`src/rtl/pipe_latch_elastic.sv`:
```
// Elastic pipeline latch: a chain of STAGES registered stages, each with a
// main slot and a skid slot. Holds up to 2*STAGES payloads in FIFO order.
// The skid slot lets each stage accept one more payload after its downstream
// stalls. Because of that, ready is taken straight from a register and never
// passes combinationally through the chain.

module pipe_latch_elastic #(
    parameter int                 DATA_W    = 64,
    parameter int                 STAGES    = 1,
    parameter logic [DATA_W-1:0]  FLUSH_VAL = '0
) (
    input  logic                               CLK,
    input  logic                               nRST,
    input  logic                               in_valid,
    output logic                               in_ready,
    input  logic [DATA_W-1:0]                  in_data,
    output logic                               out_valid,
    input  logic                               out_ready,
    output logic [DATA_W-1:0]                  out_data,
    input  logic                               flush,
    output logic [$clog2(2*STAGES+1)-1:0]      occupancy
);

    localparam int OCC_W = $clog2(2*STAGES+1);

    logic [STAGES-1:0] m_v;
    logic [STAGES-1:0] s_v;
    logic [DATA_W-1:0] m_d [STAGES];
    logic [DATA_W-1:0] s_d [STAGES];

    logic [STAGES-1:0] up_valid;
    logic [STAGES-1:0] dn_ready;
    logic [STAGES-1:0] up_fire;
    logic [STAGES-1:0] dn_fire;
    logic [DATA_W-1:0] up_data [STAGES];

    logic in_fire;
    logic out_fire;

    for (genvar k = 0; k < STAGES; k++) begin : g_stage
        logic              mv;
        logic              sv;
        logic [DATA_W-1:0] md;
        logic [DATA_W-1:0] sd;

        // Stage k is fed by the block input or by stage k-1. A flush gates the
        // block input so that nothing enters during a squash.
        if (k == 0) begin : g_first
            assign up_valid[k] = in_valid & ~flush;
            assign up_data[k]  = in_data;
        end else begin : g_chain
            assign up_valid[k] = m_v[k-1];
            assign up_data[k]  = m_d[k-1];
        end

        // Stage k drains into stage k+1 or into the block output. Nothing
        // leaves the block during a flush.
        if (k == STAGES-1) begin : g_last
            assign dn_ready[k] = out_ready & ~flush;
        end else begin : g_mid
            assign dn_ready[k] = ~s_v[k+1];
        end

        assign up_fire[k] = up_valid[k] & ~s_v[k];
        assign dn_fire[k] = m_v[k] & dn_ready[k];

        assign m_v[k] = mv;
        assign s_v[k] = sv;
        assign m_d[k] = md;
        assign s_d[k] = sd;

        // Main/skid update. The skid always refills main before any newer
        // entry, which keeps the FIFO order. up_fire cannot occur while the
        // skid is full, so the skid is never overwritten.
        always_ff @(posedge CLK or negedge nRST) begin
            if (!nRST) begin
                mv <= 1'b0;
                sv <= 1'b0;
                md <= FLUSH_VAL;
                sd <= FLUSH_VAL;
            end else if (flush) begin
                mv <= 1'b0;
                sv <= 1'b0;
                md <= FLUSH_VAL;
                sd <= FLUSH_VAL;
            end else if (!mv || dn_fire[k]) begin
                if (sv) begin
                    mv <= 1'b1;
                    md <= sd;
                    sv <= 1'b0;
                end else begin
                    mv <= up_fire[k];
                    if (up_fire[k]) begin
                        md <= up_data[k];
                    end
                end
            end else if (up_fire[k]) begin
                sd <= up_data[k];
                sv <= 1'b1;
            end
        end
    end

    assign in_ready  = ~s_v[0] & ~flush;
    assign out_valid = m_v[STAGES-1] & ~flush;
    assign out_data  = m_d[STAGES-1];

    assign in_fire  = in_valid & in_ready;
    assign out_fire = out_valid & out_ready;

    // Occupancy is tracked as a running count of block-level transfers. This
    // avoids a popcount over every slot.
    always_ff @(posedge CLK or negedge nRST) begin
        if (!nRST) begin
            occupancy <= '0;
        end else if (flush) begin
            occupancy <= '0;
        end else if (in_fire && !out_fire) begin
            occupancy <= occupancy + OCC_W'(1);
        end else if (!in_fire && out_fire) begin
            occupancy <= occupancy - OCC_W'(1);
        end
    end

endmodule
```
`config.mk`:
```
export PLATFORM = sky130hd
export DESIGN_NAME = pipe_latch_elastic
export DESIGN_NICKNAME = d
export VERILOG_FILES = /design/src/rtl/pipe_latch_elastic.sv
export SDC_FILE = /design/constraint.sdc
export NUM_CORES = 1
export LEC_CHECK = 0
export CORE_UTILIZATION = 30
export DETAILED_ROUTE_END_ITERATION = 12
export SYNTH_ARGS = -nofsm -noshare
export SYNTH_HDL_FRONTEND = slang
export SYNTH_SLANG_ARGS = --single-unit
```
`constraint.sdc`:
```
create_clock -name CLK -period 2 [get_ports CLK]
set_input_delay 0.3 -clock CLK [delete_from_list [all_inputs] [get_ports CLK]]
set_output_delay 0.3 -clock CLK [all_outputs]
set_load 0.02 [all_outputs]
```
==> results.txt <==
----------------------------------------------------
[Setup path]
  Buffers and inverters on the worst path ... 1
  Critical path arrival ... 1510 ps
  Critical Path Slowest Stage Cell ... sky130_fd_sc_hd__clkdlybuf4s50_1
  Maximum single-stage delay on the critical path ... 680 ps
  Family with the most delay on the worst path ... buffers and inverters
  Crit-path max FO ... 5
  Critical path startpoint category ... flop
  Worst endpoint required time ... 1700 ps
  CP Cell Sequence ... clkdlybuf4s50_1
  Kind of critical path ... flop to primary output
  Crit path capture type ... primary output

[Clock tree]
  CTS tree ... done
  Clock transition at the register clock pins on the worst setup and hold paths after CTS ... 60 ps
  Depth of the CTS H-tree ... 4
  Clock Latency Late Sink ... 410 ps
  Number of clock sinks ... 132
  Clock tree root buffer cell ... sky130_fd_sc_hd__clkbuf_16
  CTS Buffer Depth ... 2
  Number of CTS-inserted buffers ... 17

[Timing]
  Sum of negative setup slack ... 0 ps
  Final number of setup-violating endpoints ... 0
  Number of hold-slack violations in the final timing report ... 0
  Total count of max-transition violations in the final report ... 0
  Fmax achieved ... 551 MHz
  Final Critical Period ... 1810 ps
  Setup repair after global routing missed its margin ... no
  Worst-case clock skew ... 5.33 ps
  Slew @ Worst Pin ... 559 ps
  Headroom to the max-slew limit ... 62.7%
  Post-route fraction of the period consumed by the critical path ... 90.7%

[Yosys]
  Post-Synthesis Cell Area ... 6090 um^2
  Most area-consuming cells after synthesis ... sky130_fd_sc_hd__dfrtp_1 54%, sky130_fd_sc_hd__mux2_2 11%, sky130_fd_sc_hd__mux2i_1 11%
  Cell type with the highest aggregate area in the netlist ... sky130_fd_sc_hd__dfrtp_1
  Net Count, Synth ... 594
  Flip-flop and latch count after synthesis ... 132
  Share of the synthesized area in the top cell type ... 54.3%
  Combinational family with the most area after synthesis ... multiplexers
  Proportion of synthesized area in mux cells ... 22.5%
  Number of different library cells in the post-synthesis netlist ... 25
  Mean instance size in the synthesized netlist ... 11.6 um^2
  Simple logic cell fraction of the synthesized area ... 10.2%
  Syn. warnings ... 0
  Adder-cell share of the synthesized area ... 0%
  Sequential share of the synthesized area ... 54.3%
  Instance count of the mapped netlist ... 525
  Complex-gate fraction of the synthesized area ... 9.37%
  Post-synthesis share of cell area spent on xor and xnor gates ... 0.144%

[Route]
  Number of DRC markers in iteration 0 ... 166
  Via count of the routed design ... 4,525
  Number of remaining DRC errors ... 0
  Antenna violation net count after detailed routing ... 0
  First-pass iteration count of the detailed router ... 6
  Vias/cell ... 4.86
  WL per Instance ... 16.6 um
  Total wire length ... 15,500 um

[Floorplan]
  Io pins ... 137
  Starting density of the core ... 31.0%
  Die Footprint ... 20,900 um^2
  Standard-cell rows ... 51
  Die Y-Extent ... 144 um
  Die width ... 144 um
  Floorplan Core Area ... 19,700 um^2

[Layout]
  P&R area growth vs syn ... 39.0%
  Highest-count cells in the layout ignoring fill and taps ... 132 x sky130_fd_sc_hd__clkdlybuf4s50_1, 131 x sky130_fd_sc_hd__dfrtp_1, 69 x sky130_fd_sc_hd__nor2_1
  Filler instances ... 1,908
  Register cell area after layout ... 3310 um^2
  Final net count ... 723
  Diodes inserted ... 0
  Proportion of layout cells with a drive suffix above 1 ... 17.8%
  Total area of multi-input combinational cells ... 2590 um^2
  Most common library cell in the layout ignoring fill and taps ... sky130_fd_sc_hd__clkdlybuf4s50_1
  Fraction of the core area covered by cells at the end of the flow ... 43.1%

[Place]
  Input/output buffers ... 136
  Placed wire-length estimate ... 10,200 um
  Global placer's final weighted congestion ... 0.769

[Global route]
  Antenna violations before repair ... 0
  Remaining global-route overflow ... 0
  Global-route usage over all layers ... 16.0%
  Via count of the first global-routing pass ... 4,785
  First-pass GRT wire length ... 25,200 um
  Maximum number of pins on one net before global-route repair ... 77

[Pwr]
  Static leakage power ... 3.71 nW
  Max IR drop VDD ... 570 uV
  Power Dens Cells ... 861 nW/um^2

[Job]
  MaxCap Viol Count ... 0

[Min path]
  Min-Delay Path Class ... input pin to asynchronous set/reset pin

[Outcome]
  Status ... complete, no violations

----------------------------------------------------
-- routing by layer --
layer / global-route usage (%) / share of wire [%] / up-vias / wire length (um)
li1: - / - / 2123 / -
met1: 19.3 / 45 / 2272 / 6890
met2: 27.9 / 51 / 117 / 7830
met3: 3.58 / 3.9 / 13 / 600
met4: 5.54 / 1.0 / 0 / 158
met5: 0 / 0 / - / 0
-- registers in the layout, summed over array words and instances, names as in the netlist --
signal / count
g_stage.sd: 64
out_data: 64
occupancy: 2
g_stage.mv: 1
g_stage.sv: 1
-- worst register-to-register path, stage by stage (launching register included) --
cell and delay (ps):
sky130_fd_sc_hd__dfrtp_4 510, sky130_fd_sc_hd__or2_1 270, sky130_fd_sc_hd__a21oi_4 220, sky130_fd_sc_hd__buf_12 250
sky130_fd_sc_hd__mux2_2 380
-- Yosys cell counts --
master	n
sky130_fd_sc_hd__buf_1	11
sky130_fd_sc_hd__or4b_2	1
sky130_fd_sc_hd__o2111ai_1	1
sky130_fd_sc_hd__o21a_1	1
sky130_fd_sc_hd__xor2_1	1
sky130_fd_sc_hd__nor3_1	2
sky130_fd_sc_hd__nand2_1	33
sky130_fd_sc_hd__a21oi_4	1
sky130_fd_sc_hd__nand3_1	34
sky130_fd_sc_hd__nand2b_1	2
sky130_fd_sc_hd__mux2_1	6
sky130_fd_sc_hd__buf_2	17
sky130_fd_sc_hd__mux2_2	59
sky130_fd_sc_hd__or2_1	1
sky130_fd_sc_hd__nor2_1	69
sky130_fd_sc_hd__clkbuf_1	14
sky130_fd_sc_hd__a21oi_1	2
sky130_fd_sc_hd__buf_4	4
sky130_fd_sc_hd__nor3b_1	2
sky130_fd_sc_hd__a22o_1	32
sky130_fd_sc_hd__nor2b_1	2
sky130_fd_sc_hd__o211ai_1	33
sky130_fd_sc_hd__clkinv_1	1
sky130_fd_sc_hd__mux2i_1	64
sky130_fd_sc_hd__dfrtp_1	132
-- cells by family after synthesis --
logic type | after synthesis
simple gates | 146
buf+inv | 47
mux | 129
xor+xnor | 1
compound gates | 70
flops | 132
-- layout make-up --
type,instances,share of cell area (%)
multi-input combinational,346,30.6
inverter,1,0.0444
tap,265,3.92
clock buffer,21,5.68
timing repair buffer,156,18.9
sequential,132,39.1
clock inverter,11,1.76
-- power by group --
group | internal, mW | leakage, nW | switching (mW)
clock network | 2.10 | 0.302 | 1.18
registers | 2.82 | 1.76 | 0.0875
logic | 0.551 | 1.64 | 0.544
-- through the flow --
step	power (mW)	std cells	setup WS, ps	area [um^2]	hold WS, ps
final	7.28	932	186	8460	260
after global routing	7.62	932	135	8460	246
after CTS	7.41	932	32.7	8460	239
after detailed placement	4.07	899	-16.9	7820	110
after global placement	4.04	899	-7.86	7820	109
after floorplan	3.47	525	337	6090	4.41
-- final timing paths --
path                            slack, ps     startpoint               end  depth (start not counted)
max in group asynchronous            1110           nRST  g_stage[0].sd[6]                          3
worst min-delay path                  260           nRST      out_data[35]                          2
worst min register to register        490   out_data[39]      out_data[39]                          1
min in group CLK                      460          flush      occupancy[1]                          4
worst max register to register        250  g_stage[0].sv      out_data[28]                          4
worst max-delay path                  190   occupancy[0]      occupancy[0]                          1
-- what timing repair did --
| item | in CTS | in global routing |
|---|---|---|
| hold buffers | 1 | 0 |
| endpoints found under the hold margin | 132 | 0 |
| setup endpoints to repair | 1 | 1 |
| buffers inserted | 0 | 0 |
| resized for setup | 1 | 1 |
No activity file was read; power rests on OpenSTA's default activity.
